[config.mk]
export PLATFORM = sky130hd
export DESIGN_NAME = muxn_sync_flat
export DESIGN_NICKNAME = d
export VERILOG_FILES = /design/src/rtl/muxn_pkg.sv /design/src/rtl/muxn_sync_if.sv /design/src/rtl/muxn_gap_cnt.sv /design/src/rtl/muxn_sync.sv /design/src/flat_wrapper.sv
export SDC_FILE = /design/constraint.sdc
export NUM_CORES = 1
export LEC_CHECK = 0
export ABC_AREA = 1
export CORE_UTILIZATION = 44
export CTS_BUF_LIST = sky130_fd_sc_hd__clkbuf_8 sky130_fd_sc_hd__clkbuf_16
export CTS_CLUSTER_DIAMETER = 200
export CTS_CLUSTER_SIZE = 10
export DETAILED_ROUTE_END_ITERATION = 10
export PLACE_DENSITY = 0.85
export SETUP_SLACK_MARGIN = 0.1
export SYNTH_ARGS = -nofsm -noshare
export SYNTH_HDL_FRONTEND = slang
export SYNTH_HIERARCHICAL = 1
export SYNTH_SLANG_ARGS = --single-unit
[constraint.sdc]
create_clock -name clk -period 3.32 [get_ports clk]
set_input_delay 0.664 -clock clk [delete_from_list [all_inputs] [get_ports clk]]
set_output_delay 0.664 -clock clk [all_outputs]
set_load 0.1 [all_outputs]
[src/rtl/muxn_pkg.sv]
// Shared types and constants for the synchronous N-way output multiplexer.
package muxn_pkg;

  typedef enum logic {
    RUN = 1'b0,
    GAP = 1'b1
  } state_t;

  localparam int unsigned CNT_W = 4;

  // Select width: max(1, clog2(n))
  function automatic int unsigned sel_w(input int unsigned n);
    return (n > 2) ? $clog2(n) : 1;
  endfunction

endpackage

[src/rtl/muxn_sync_if.sv]
// Data/selection bus of muxn_sync; master drives data and requests, slave returns z and status.
interface muxn_sync_if #(
  parameter int unsigned N = 4,
  parameter int unsigned W = 8
);
  import muxn_pkg::*;

  localparam int unsigned SW = sel_w(N);

  logic [N*W-1:0] d;
  logic           sel_req;
  logic [SW-1:0]  sel_in;
  logic           sel_ack;
  logic           sel_err;
  logic [SW-1:0]  sel_cur;
  logic [W-1:0]   z;
  logic           z_valid;

  modport master (
    output d, sel_req, sel_in,
    input  sel_ack, sel_err, sel_cur, z, z_valid
  );

  modport slave (
    input  d, sel_req, sel_in,
    output sel_ack, sel_err, sel_cur, z, z_valid
  );

endinterface

[src/rtl/muxn_gap_cnt.sv]
// Dead-cycle counter for channel switches: loads GAP_CYC, counts down, flags the final decrement.
module muxn_gap_cnt
  import muxn_pkg::*;
#(
  parameter int unsigned GAP_CYC = 2
) (
  input  logic clk,
  input  logic rst,
  input  logic load,
  input  logic dec,
  output logic zero_c
);

  logic [CNT_W-1:0] cnt;

  always_ff @(posedge clk or posedge rst) begin
    if (rst) begin
      cnt <= '0;
    end else if (load) begin
      cnt <= CNT_W'(GAP_CYC);
    end else if (dec && (cnt != '0)) begin
      cnt <= cnt - CNT_W'(1);
    end
  end

  // High when the current decrement brings the count to zero
  assign zero_c = (cnt == CNT_W'(1));

endmodule

[src/rtl/muxn_sync.sv]
// Registered N-way multiplexer with handshaked channel switching and a fixed dead gap per switch.
// Build option: define MUXN_HOLD_EN to hold the last z during the gap instead of driving zero.
module muxn_sync
  import muxn_pkg::*;
#(
  parameter int unsigned N       = 4,
  parameter int unsigned W       = 8,
  parameter int unsigned GAP_CYC = 2,
  parameter int unsigned RST_SEL = 0
) (
  input  logic        clk,
  input  logic        rst,
  muxn_sync_if.slave  bus
);

  localparam int unsigned SW = sel_w(N);

  state_t         state, state_nxt;
  logic [SW-1:0]  cur, cur_nxt;
  logic [SW-1:0]  pend, pend_nxt;
  logic [W-1:0]   z_q, z_nxt;
  logic           zv_q, zv_nxt;
  logic           ack_q, ack_nxt;
  logic           err_q, err_nxt;
  logic           accept_c;
  logic           in_range_c;
  logic           gap_load;
  logic           gap_dec;
  logic           gap_zero_c;
  logic [W-1:0]   ch [N];

  for (genvar k = 0; k < N; k++) begin : g_ch
    assign ch[k] = bus.d[k*W +: W];
  end

  muxn_gap_cnt #(
    .GAP_CYC (GAP_CYC)
  ) u_gap_cnt (
    .clk    (clk),
    .rst    (rst),
    .load   (gap_load),
    .dec    (gap_dec),
    .zero_c (gap_zero_c)
  );

  // A fresh ack blocks acceptance so that a held request is never acked twice in a row
  assign accept_c   = (state == RUN) && bus.sel_req && !ack_q;
  assign in_range_c = (32'(bus.sel_in) < N);

  always_comb begin
    state_nxt = state;
    cur_nxt   = cur;
    pend_nxt  = pend;
    z_nxt     = z_q;
    zv_nxt    = 1'b0;
    ack_nxt   = 1'b0;
    err_nxt   = 1'b0;
    gap_load  = 1'b0;
    gap_dec   = 1'b0;

    if (state == RUN) begin
      z_nxt  = ch[cur];
      zv_nxt = 1'b1;
      if (accept_c) begin
        ack_nxt = 1'b1;
        err_nxt = !in_range_c;
        if (in_range_c && (bus.sel_in != cur)) begin
          pend_nxt  = bus.sel_in;
          state_nxt = GAP;
          gap_load  = 1'b1;
        end
      end
    end else begin
`ifdef MUXN_HOLD_EN
      z_nxt = z_q;
`else
      z_nxt = '0;
`endif
      gap_dec = 1'b1;
      if (gap_zero_c) begin
        cur_nxt   = pend;
        state_nxt = RUN;
      end
    end
  end

  always_ff @(posedge clk or posedge rst) begin
    if (rst) begin
      state <= RUN;
      cur   <= SW'(RST_SEL);
      pend  <= SW'(RST_SEL);
      z_q   <= '0;
      zv_q  <= 1'b0;
      ack_q <= 1'b0;
      err_q <= 1'b0;
    end else begin
      state <= state_nxt;
      cur   <= cur_nxt;
      pend  <= pend_nxt;
      z_q   <= z_nxt;
      zv_q  <= zv_nxt;
      ack_q <= ack_nxt;
      err_q <= err_nxt;
    end
  end

  assign bus.z       = z_q;
  assign bus.z_valid = zv_q;
  assign bus.sel_ack = ack_q;
  assign bus.sel_err = err_q;
  assign bus.sel_cur = cur;

endmodule

[src/flat_wrapper.sv]
// flat-port wrapper written by rule: the top's interface ports become plain ports
module muxn_sync_flat import muxn_pkg::*;
#(
  parameter int unsigned N       = 4,
  parameter int unsigned W       = 8,
  parameter int unsigned GAP_CYC = 2,
  parameter int unsigned RST_SEL = 0
)
  (clk, rst, bus_d, bus_sel_req, bus_sel_in, bus_sel_ack, bus_sel_err, bus_sel_cur, bus_z, bus_z_valid);
  muxn_sync_if #(.N(N), .W(W)) bus_i ();
  input  logic clk;
  input  logic rst;
  input wire logic [$bits(bus_i.d)-1:0] bus_d;
  input wire logic [$bits(bus_i.sel_req)-1:0] bus_sel_req;
  input wire logic [$bits(bus_i.sel_in)-1:0] bus_sel_in;
  output wire logic [$bits(bus_i.sel_ack)-1:0] bus_sel_ack;
  output wire logic [$bits(bus_i.sel_err)-1:0] bus_sel_err;
  output wire logic [$bits(bus_i.sel_cur)-1:0] bus_sel_cur;
  output wire logic [$bits(bus_i.z)-1:0] bus_z;
  output wire logic [$bits(bus_i.z_valid)-1:0] bus_z_valid;
  assign bus_i.d = bus_d;
  assign bus_i.sel_req = bus_sel_req;
  assign bus_i.sel_in = bus_sel_in;
  assign bus_sel_ack = bus_i.sel_ack;
  assign bus_sel_err = bus_i.sel_err;
  assign bus_sel_cur = bus_i.sel_cur;
  assign bus_z = bus_i.z;
  assign bus_z_valid = bus_i.z_valid;
  muxn_sync #(.N(N), .W(W), .GAP_CYC(GAP_CYC), .RST_SEL(RST_SEL)) u_core (.clk(clk), .rst(rst), .bus(bus_i));
endmodule
==> results of run 1 <==
==> metal layers <==
layer / global-route usage, % / vias to the layer above / wire [µm]
met5: 0 / - / 0
met4: 9.21 / 0 / 33
met3: 4.64 / 4 / 164
met2: 40.7 / 47 / 1440
met1: 24.1 / 503 / 1040
li1: - / 557 / -
==> where the power goes <==
group | internal (W) | total (W) | switching (W) | leakage, nW
Sequential | 0.000329 | 0.000411 | 0.0000819 | 0.239
Combinational | 0.000291 | 0.00107 | 0.000778 | 0.540
Clock | 0.0000833 | 0.000159 | 0.0000752 | 0.0255
Total | 0.000703 | 0.00164 | 0.000935 | 0.804
==> per-stage QoR <==
stage                     power (W)  setup slack, ns  instances  util (%)  hold slack (ns)
after global placement      0.00144             1.23        223      63.6            0.459
after CTS                   0.00164            0.935        227      65.5            0.504
after global routing        0.00174            0.884        227      65.5            0.526
after floorplan             0.00130             1.43        150         -            0.430
final                       0.00164            0.945        227      65.5            0.505
after detailed placement    0.00148             1.22        223      63.6            0.480
==> state kept, by name, summed over array words and instances, names as in the netlist <==
signal                cells
u_core/state              1
u_core/bus.z_valid        1
u_core/bus.sel_ack        1
u_core/u_gap_cnt/cnt      4
u_core/bus.z              8
u_core/pend               2
u_core/bus.sel_cur        2
==> cell families after synthesis <==
family	count (synthesis)	synth area share [%]
other cells	1	0.331
xor+xnor	1	0.773
buf+inv	19	11.4
simple gates	85	31.3
compound gates	22	10.9
fa+ha+maj	3	3.31
flops	19	41.9
==> layout make-up <==
cell class	instances	area (µm²)
clock inverters	1	5.00
multi-input cells	112	529
well taps	30	37.5
repair buffers	49	463
fillers	203	847
inverters	13	56.3
flip-flops and latches	19	475
clock buffers	3	41.3
==> cell usage in the layout (no fill, tap or decap) <==
cell type,n
sky130_fd_sc_hd__a21oi_4,1
sky130_fd_sc_hd__clkinv_2,1
sky130_fd_sc_hd__clkinv_1,1
sky130_fd_sc_hd__inv_2,2
sky130_fd_sc_hd__nor3b_1,1
sky130_fd_sc_hd__nor2_2,4
sky130_fd_sc_hd__clkbuf_8,3
sky130_fd_sc_hd__o21ai_0,7
sky130_fd_sc_hd__inv_8,1
sky130_fd_sc_hd__nand2_1,52
sky130_fd_sc_hd__dfrtp_1,19
sky130_fd_sc_hd__inv_1,9
sky130_fd_sc_hd__o211ai_1,1
sky130_fd_sc_hd__clkdlybuf4s50_1,38
sky130_fd_sc_hd__nand2_2,3
sky130_fd_sc_hd__nand3_1,4
sky130_fd_sc_hd__o21ai_1,3
sky130_fd_sc_hd__nand4_1,1
sky130_fd_sc_hd__a21oi_1,10
sky130_fd_sc_hd__buf_4,11
sky130_fd_sc_hd__nor2_1,19
sky130_fd_sc_hd__conb_1,1
sky130_fd_sc_hd__nor2_4,1
sky130_fd_sc_hd__xor2_1,1
sky130_fd_sc_hd__ha_1,3
==> worst paths after layout <==
| check | start | to | slack, ns | cells past startpoint |
|---|---|---|---|---|
| hold reg to reg | u_core/bus.sel_ack | u_core/bus.sel_ack | 0.51 | 1 |
| hold / removal | u_core/bus.sel_ack | u_core/bus.sel_ack | 0.51 | 1 |
| max in group asynchronous | rst | u_core/bus.sel_cur[0] | 2.14 | 2 |
| setup reg to reg | u_core/bus.sel_cur[0] | u_core/u_gap_cnt/cnt[3] | 1.79 | 10 |
| min in group asynchronous | rst | u_core/u_gap_cnt/cnt[2] | 0.63 | 2 |
| setup / recovery | u_core/bus.z[5] | bus_z[5] | 0.95 | 1 |
==> impl_metrics.py, run 1 <==
metrics = {
    "worst_setup_path": {
        "crit_path_top_delay_cell": "sky130_fd_sc_hd__clkdlybuf4s50_1",
        "worst_setup_path_start_kind": "register",
        "worst-setup-path-type": "register to output pin",
        "worstSetupEndpointType": "output pin",
        "worst-path-buf-inv": 1,
        "critPathMaxStageDelay_ns": 1.12,
        "critical_path_data_arrival_time_ns": 1.71,
        "required_ns": 2.66,
        "crit_chain": "clkdlybuf4s50_1",
        "path_max_fanout": 1,
        "cp_top_family": "buffers and inverters",
    },
    "synth": {
        "leading_post_synthesis_cells_by_instance_count": "sky130_fd_sc_hd__nand2_1, sky130_fd_sc_hd__dfrtp_1, sky130_fd_sc_hd__nor2_1, sky130_fd_sc_hd__a21oi_1, sky130_fd_sc_hd__inv_1",
        "synth_largest_type_area_fraction_pct": 41.9,
        "synth_largest_area_cell": "sky130_fd_sc_hd__dfrtp_1",
        "synth_edf_count": 0,
        "syn-num-nets": 190,
        "synth.yosys.warnings": 6,
        "synth-main-ff-cell": "sky130_fd_sc_hd__dfrtp_1",
        "avgSynthCellArea_um2": 7.56,
        "synth-async-reset-ratio_pct": 100,
        "synth.cell_area_mm2": 0.00113,
        "synthesis.instances": 150,
        "synth-seq-cells": 19,
        "synth_cell_type_count": 24,
        "synth_top_cells_by_area": "sky130_fd_sc_hd__dfrtp_1, sky130_fd_sc_hd__nand2_1, sky130_fd_sc_hd__nor2_1, sky130_fd_sc_hd__a21oi_1, sky130_fd_sc_hd__buf_6",
        "yosysSeqAreaShare_pct": 41.9,
        "synth.most_common_cell": "sky130_fd_sc_hd__nand2_1",
    },
    "floorplan": {
        "initial_utilization_pct": 46.2,
        "fp.dieArea_mm2": 0.00278,
        "core.rowCount": 18,
        "io_pins": 50,
        "die_w_um": 52.8,
        "core_mm2": 0.00245,
        "dieHeight_um": 52.8,
    },
    "sta": {
        "finClkSkew_ns": 0.00220,
        "finalSetupViolations": 0,
        "rsz0062_at_grt": "no",
        "max_slew_violation_count": 0,
        "report.final.hold_viol_count": 0,
        "timing.max_slew.rel_slack_pct": 35.9,
        "period_needed_ns": 2.37,
        "worst-slew-pin-transition_ns": 0.959,
        "final_min_period_over_clock_period_pct": 71.5,
        "timing.fmax_mhz": 421,
        "timing.setup.tns_ns": 0,
    },
    "flow_run": {
        "cap_viol_max_count": 0,
    },
    "grt": {
        "grt_pass1_vias": 1016,
        "grt_max_degree": 19,
        "overall_global_routing_usage_pct": 22.1,
        "antenna_found_initial": 0,
        "grt_pass1_wl_um": 4320,
        "grt.overflow.total": 0,
    },
    "placed_design": {
        "portBuffers": 48,
        "place.detailed.hpwl_um": 2110,
        "gp_routability_congestion": 0.780,
        "placement.cell_area_mm2": 0.00156,
    },
    "layout": {
        "design_area_mm2": 0.00161,
        "insertedDiodeCount": 0,
        "final_net_count": 238,
        "layout-drive-gt1-share_pct": 13.7,
        "area.growth.synth_to_final_pct": 41.8,
    },
    "drt": {
        "detailed_routing_iterations_pass_1": 4,
        "postRouteWirelength_um": 2680,
        "avgViaCountPerCell": 4.89,
        "drc": 0,
        "postRouteAntennaNets": 0,
        "avgRoutedWirePerCell_um": 11.8,
        "starting_drt_drc_count": 18,
        "num_vias": 1111,
    },
    "clock_tree": {
        "cts_buffers": 3,
        "number_of_clock_sinks": 19,
        "clock_tree_root": "sky130_fd_sc_hd__clkbuf_8",
        "clockBufferDepth": 2,
        "cts_resized": 0,
        "cts.clk_slew.worst_paths_ns": 0.07,
        "htreeDepth": 1,
        "cts.repair_timing.setup_buffer_count": 0,
        "cts_tree": "yes",
        "clk-insertion-delay-late_ns": 0.25,
        "cts_stage_hold_buffer_count": 0,
    },
    "outcome": {
        "result_of_the_run": "finished, final reports clean",
    },
    "power": {
        "vdd_ir_drop_max_uv": 761,
        "static-leakage-power_nw": 0.804,
        "p_per_area_mw_per_mm2": 1020,
    },
    "hold_path": {
        "min_path_type": "register to register",
    },
}
Note: power is estimated with default switching activity, not from simulation.
==> inputs of run 2 (changes only) <==
--- a/config.mk
+++ b/config.mk
@@ -6,12 +6,12 @@
 export NUM_CORES = 1
 export LEC_CHECK = 0
 export ABC_AREA = 1
-export CORE_UTILIZATION = 44
+export CORE_UTILIZATION = 37
 export CTS_BUF_LIST = sky130_fd_sc_hd__clkbuf_8 sky130_fd_sc_hd__clkbuf_16
 export CTS_CLUSTER_DIAMETER = 200
 export CTS_CLUSTER_SIZE = 10
 export DETAILED_ROUTE_END_ITERATION = 10
-export PLACE_DENSITY = 0.85
+export PLACE_DENSITY = 0.77
 export SETUP_SLACK_MARGIN = 0.1
 export SYNTH_ARGS = -nofsm -noshare
 export SYNTH_HDL_FRONTEND = slang
==> constraint.sdc (replaced) <==
create_clock -name clk -period 2 [get_ports clk]
set_input_delay 0.4 -clock clk [delete_from_list [all_inputs] [get_ports clk]]
set_output_delay 0.4 -clock clk [all_outputs]
set_load 0.1 [all_outputs]
==> impl_metrics.py, run 2 (synthesis gave the netlist of run 1 again) <==
metrics = {
    "outcome": {
        "result_of_the_run": "finished, violations left",
        "violations_in_the_final_reports": "DRC",
    },
    "floorplan": {
        "dieHeight_um": 57.4,
        "initial_utilization_pct": 40.1,
        "fp.dieArea_mm2": 0.00329,
        "die_w_um": 57.4,
        "core.rowCount": 19,
        "io_pins": 50,
        "core_mm2": 0.00283,
    },
    "hold_path": {
        "min_path_type": "primary input to async pin",
    },
    "power": {
        "netSwitchingFraction_pct": 57.0,
        "p_per_area_mw_per_mm2": 1700,
        "internal-power_w": 0.00118,
        "switchingPower_w": 0.00157,
        "seq_power_share_pct": 26.3,
        "power.combinational.fraction_pct": 64.2,
        "share_of_total_power_in_the_clock_network_pct": 9.6,
        "vdd_ir_drop_max_uv": 1050,
        "static-leakage-power_nw": 0.814,
    },
    "grt": {
        "grt_max_degree": 19,
        "overall_global_routing_usage_pct": 18.5,
        "grt_util_met1_pct": 21.0,
        "groute.layer.met2.usage_pct": 33.4,
        "grt_pass1_vias": 1075,
        "grt_util_met3_pct": 4.31,
        "grt.overflow.total": 0,
        "top_usage_layer": "met2",
        "antenna_found_initial": 0,
        "grt_pass1_wl_um": 4630,
    },
    "clock_tree": {
        "number_of_clock_sinks": 19,
        "cts_buffers": 3,
        "cts_tree": "yes",
        "clockBufferDepth": 2,
        "cts_resized": 0,
        "cts.clk_slew.worst_paths_ns": 0.07,
        "clock_tree_root": "sky130_fd_sc_hd__clkbuf_8",
        "htreeDepth": 1,
        "cts.repair_timing.setup_buffer_count": 0,
        "cts_stage_hold_buffer_count": 0,
        "clk-insertion-delay-late_ns": 0.26,
    },
    "sta": {
        "rsz0062_at_grt": "no",
        "timing.fmax_mhz": 611,
        "finClkSkew_ns": 0.00591,
        "report.final.hold_viol_count": 0,
        "timing.setup.tns_ns": 0,
        "worst-slew-pin-transition_ns": 0.580,
        "period_needed_ns": 1.64,
        "post-route-worst-setup-slack_ns": 0.362,
        "whs_ns": 0.364,
        "max_slew_violation_count": 0,
        "finalSetupViolations": 0,
        "final_min_period_over_clock_period_pct": 81.9,
        "timing.max_slew.rel_slack_pct": 61.3,
    },
    "layout": {
        "largest_register_ffs": 8,
        "area.growth.synth_to_final_pct": 42.5,
        "final_net_count": 238,
        "layout-drive-gt1-share_pct": 14.2,
        "commonest_cells_after_routing_fill_and_taps_aside": "sky130_fd_sc_hd__nand2_1, sky130_fd_sc_hd__clkdlybuf4s50_1, sky130_fd_sc_hd__nor2_1, sky130_fd_sc_hd__dfrtp_1, sky130_fd_sc_hd__buf_4",
        "post_layout_nonfiller_instances": 228,
        "insertedDiodeCount": 0,
        "finish.utilization_pct": 57.1,
        "layout.cells.most_common": "sky130_fd_sc_hd__nand2_1",
    },
    "placed_design": {
        "detailedPlace.worstSlack_ns": 0.208,
        "place.detailed.hpwl_um": 2220,
        "gp_routability_congestion": 0.769,
        "dp_cells": 224,
        "portBuffers": 48,
    },
    "drt": {
        "detailed_routing_iterations_pass_1": 7,
        "num_vias": 1125,
        "avgRoutedWirePerCell_um": 12.6,
        "drc": 5,
        "starting_drt_drc_count": 55,
        "postRouteWirelength_um": 2860,
        "avgViaCountPerCell": 4.93,
        "postRouteAntennaNets": 0,
    },
    "flow_run": {
        "cap_viol_max_count": 0,
    },
    "worst_setup_path": {
        "reg2reg_slack_ns": 0.36,
        "worst_setup_path_start_kind": "register",
        "worst-setup-path-type": "register to register",
        "critical-path-top-cell-by-count": "sky130_fd_sc_hd__nand2_1",
        "worstSetupEndpointType": "register",
        "required_ns": 2.14,
        "crit_chain": "inv_8 -> nand2_1 -> nand2_1 -> nand2_1 -> nand2_2 -> inv_1 -> clkinv_1 -> nand4_1 -> nand2_1",
        "path_max_fanout": 18,
        "crit_path_top_delay_cell": "sky130_fd_sc_hd__dfrtp_1",
        "critical_path_data_arrival_time_ns": 1.78,
        "critPathMaxStageDelay_ns": 0.67,
    },
}
[run 2: cell types whose count changed in the layout (fill, tap and decap cells not counted)]
cell,previous run,this run
sky130_fd_sc_hd__clkdlybuf4s50_1,38,36
sky130_fd_sc_hd__buf_4,11,12
sky130_fd_sc_hd__buf_12,0,1
sky130_fd_sc_hd__inv_1,9,10
sky130_fd_sc_hd__clkinv_2,1,0
[run 2: per-stage QoR]
step / power, W / cell area [µm²]
after global placement: 0.00243 / 1570
after CTS: 0.00276 / 1620
after global routing: 0.00291 / 1620
after detailed placement: 0.00250 / 1570
final: 0.00275 / 1620
after floorplan: 0.00215 / 1130
[run 2: area by class of cell]
cell class / count / area (µm²)
inverters: 13 / 56.3
fillers: 263 / 1210
well taps: 31 / 38.8
clock buffers: 3 / 41.3
clock inverters: 1 / 3.75
multi-input cells: 112 / 529
flip-flops and latches: 19 / 475
repair buffers: 49 / 470
[run 2: power groups by stage]
stage	sequential (W)	combinational (W)	clock [W]
6_report	0.000723	0.00177	0.000263
5_1_grt	0.000739	0.00189	0.000279
4_1_cts	0.000720	0.00177	0.000264
3_5_place_dp	0.000724	0.00177	0
3_3_place_gp	0.000724	0.00171	0
2_1_floorplan	0.00129	0.000857	0
[run 2: path summary, 6_finish.rpt]
check                                            from                      end  cells past startpoint
max in group asynchronous                         rst          u_core/bus.z[4]                      2
worst max register to register  u_core/bus.sel_cur[0]  u_core/u_gap_cnt/cnt[3]                      9
worst max-delay path            u_core/bus.sel_cur[0]  u_core/u_gap_cnt/cnt[3]                      9
min in group clk                       u_core/pend[1]           u_core/pend[1]                      2
worst min-delay path                              rst  u_core/u_gap_cnt/cnt[1]                      2
worst min register to register         u_core/pend[1]           u_core/pend[1]                      2
[run 2: metal layers]
metal / up-vias / share of wire (%)
met5: - / 0
met1: 515 / 40
met4: 0 / 2.7
li1: 558 / -
met2: 42 / 51
met3: 10 / 5.8
[run 2: critical path: cells and delay by family, from the launching register on]
kind | cells | cell delay, ns
flops | 1 | 0.67
simple gates | 6 | 0.52
buf+inv | 3 | 0.33
==> inputs of run 3 (changes only) <==
==> constraint.sdc (replaced) <==
create_clock -name clk -period 1.4 [get_ports clk]
set_input_delay 0.28 -clock clk [delete_from_list [all_inputs] [get_ports clk]]
set_output_delay 0.28 -clock clk [all_outputs]
set_load 0.1 [all_outputs]
==> impl_metrics.py, run 3 (synthesis gave the netlist of run 1 again) <==
metrics = {
    "drt": {
        "route.layer.met1.wl_um": 1160,
        "detailroute.wirelength.met2_um": 1480,
        "drc": 2,
        "num_vias": 1158,
        "avgViaCountPerCell": 4.89,
        "postRouteAntennaNets": 0,
        "avgRoutedWirePerCell_um": 12.2,
        "detailed_routing_iterations_pass_1": 7,
        "postRouteWirelength_um": 2900,
        "starting_drt_drc_count": 34,
        "detailroute.wirelength.met3_um": 136,
        "top_metal_used": "met4",
    },
    "clock_tree": {
        "cts_stage_hold_buffer_count": 0,
        "clk-insertion-delay-late_ns": 0.26,
        "cts.clk_slew.worst_paths_ns": 0.08,
        "htreeDepth": 1,
        "cts_tree": "yes",
        "clockBufferDepth": 2,
        "cts_buffers": 3,
        "clock_tree_root": "sky130_fd_sc_hd__clkbuf_8",
        "number_of_clock_sinks": 19,
    },
    "grt": {
        "overall_global_routing_usage_pct": 18.9,
        "grt_pass1_wl_um": 4720,
        "grt_max_degree": 18,
        "grt_pass1_vias": 1162,
        "antenna_found_initial": 0,
        "grt.overflow.total": 0,
    },
    "sta": {
        "max_slew_violation_count": 0,
        "report.final.hold_viol_count": 0,
        "period_needed_ns": 1.30,
        "final_min_period_over_clock_period_pct": 92.9,
        "timing.fmax_mhz": 769,
        "rsz0062_at_grt": "yes",
        "whs_ns": 0.224,
        "finalSetupViolations": 0,
        "finClkSkew_ns": 0.00241,
    },
    "worst_setup_path": {
        "worst_setup_path_start_kind": "register",
        "worst-setup-path-type": "register to output pin",
        "path_max_fanout": 6,
        "worstSetupEndpointType": "output pin",
        "worst-path-buf-inv": 1,
        "cp_top_family": "flip-flops",
        "r2r-start": "u_core/bus.sel_cur[0]",
        "crit_path_top_delay_cell": "sky130_fd_sc_hd__dfrtp_4",
        "critPathMaxStageDelay_ns": 0.56,
        "r2r_end": "u_core/u_gap_cnt/cnt[0]",
        "critical_path_data_arrival_time_ns": 1.02,
        "worst_r2r_path_depth": 9,
        "crit_chain": "buf_12",
        "reg2reg_slack_ns": 0.12,
        "required_ns": 1.12,
    },
    "floorplan": {
        "core_mm2": 0.00283,
        "fp.dieArea_mm2": 0.00329,
        "io_pins": 50,
        "die_w_um": 57.4,
        "initial_utilization_pct": 40.1,
        "core.rowCount": 19,
        "dieHeight_um": 57.4,
    },
    "placed_design": {
        "dp_cells": 230,
        "placement.cell_area_mm2": 0.00177,
        "gp_routability_congestion": 0.787,
        "portBuffers": 48,
        "place.detailed.hpwl_um": 2250,
    },
    "hold_path": {
        "min_path_type": "primary input to async pin",
    },
    "power": {
        "static-leakage-power_nw": 0.902,
        "p_per_area_mw_per_mm2": 2460,
        "vdd_ir_drop_max_uv": 1680,
    },
    "layout": {
        "layout.cells.most_common": "sky130_fd_sc_hd__nand2_1",
        "final_net_count": 247,
        "post_layout_nonfiller_instances": 237,
        "commonest_cells_after_routing_fill_and_taps_aside": "sky130_fd_sc_hd__nand2_1, sky130_fd_sc_hd__clkdlybuf4s50_1, sky130_fd_sc_hd__nor2_1",
        "design_area_mm2": 0.00188,
        "layout-drive-gt1-share_pct": 25.2,
        "area.growth.synth_to_final_pct": 65.5,
        "insertedDiodeCount": 0,
        "largest_register_ffs": 8,
    },
    "flow_run": {
        "cap_viol_max_count": 0,
    },
    "outcome": {
        "result_of_the_run": "finished, violations left",
        "violations_in_the_final_reports": "DRC",
    },
}
## run 3: cell count changes in the layout (fill, tap and decap cells not counted), moves of 2 or more
| cell | delta |
|---|---|
| sky130_fd_sc_hd__buf_12 | +11 |
| sky130_fd_sc_hd__nand2_1 | -5 |
| sky130_fd_sc_hd__inv_1 | -4 |
| sky130_fd_sc_hd__nand2_2 | +4 |
| sky130_fd_sc_hd__buf_4 | -3 |
| sky130_fd_sc_hd__dfrtp_1 | -3 |
| sky130_fd_sc_hd__dfrtp_4 | +2 |
| sky130_fd_sc_hd__inv_2 | +2 |
| sky130_fd_sc_hd__inv_4 | +2 |
## run 3: final cells by class
cell class | count | area (µm²)
fill | 221 | 953
clock inverter | 1 | 7.51
multi-input combinational | 112 | 561
tap | 31 | 38.8
clock buffer | 3 | 41.3
sequential | 19 | 484
timing repair buffer | 58 | 682
inverter | 13 | 61.3
## run 3: repair_timing
action,CTS,global route
gates cloned,0,0
hold endpoints to repair,0,0
resized for setup,1,12
endpoints found under the setup margin,2,8
buffers inserted,0,3
pin swaps,0,3
## run 3: how the worst max path moves through the flow
stage	cells after the start	from	slack, ns	end
floorplan	10	u_core/bus.sel_cur[0]	-0.02	u_core/u_gap_cnt/cnt[3]
detailed placement	10	bus_sel_in[0]	-0.11	u_core/u_gap_cnt/cnt[3]
global route	9	u_core/bus.sel_cur[0]	0.04	u_core/u_gap_cnt/cnt[0]
finish	1	u_core/bus.sel_cur[0]	0.1	bus_sel_cur[0]
global placement	10	bus_sel_in[1]	-0.05	u_core/u_gap_cnt/cnt[3]
CTS	1	u_core/bus.sel_cur[0]	0.11	bus_sel_cur[0]
## run 3: power breakdown
| group | switching, W | internal (W) |
|---|---|---|
| clock | 0.000200 | 0.000201 |
| sequential | 0.000283 | 0.000803 |
| combinational | 0.00195 | 0.00118 |
## run 3: routing by layer
| metal | up-vias | GRT usage (%) |
|---|---|---|
| met4 | 0 | 12.5 |
| met5 | - | 0 |
| met2 | 52 | 34.2 |
| met3 | 14 | 2.95 |
| met1 | 518 | 20.2 |
| li1 | 574 | - |
## run 3: through the flow
stage	setup slack [ns]	TNS [ns]	utilization (%)	total power, W
after floorplan	-0.0221	-0.0477	-	0.00313
after global placement	-0.0503	-0.134	62.5	0.00396
after detailed placement	-0.108	-0.328	62.5	0.00404
after CTS	0.110	0	64.4	0.00445
after global routing	0.0419	0	66.3	0.00488
final	0.0993	0	66.3	0.00462
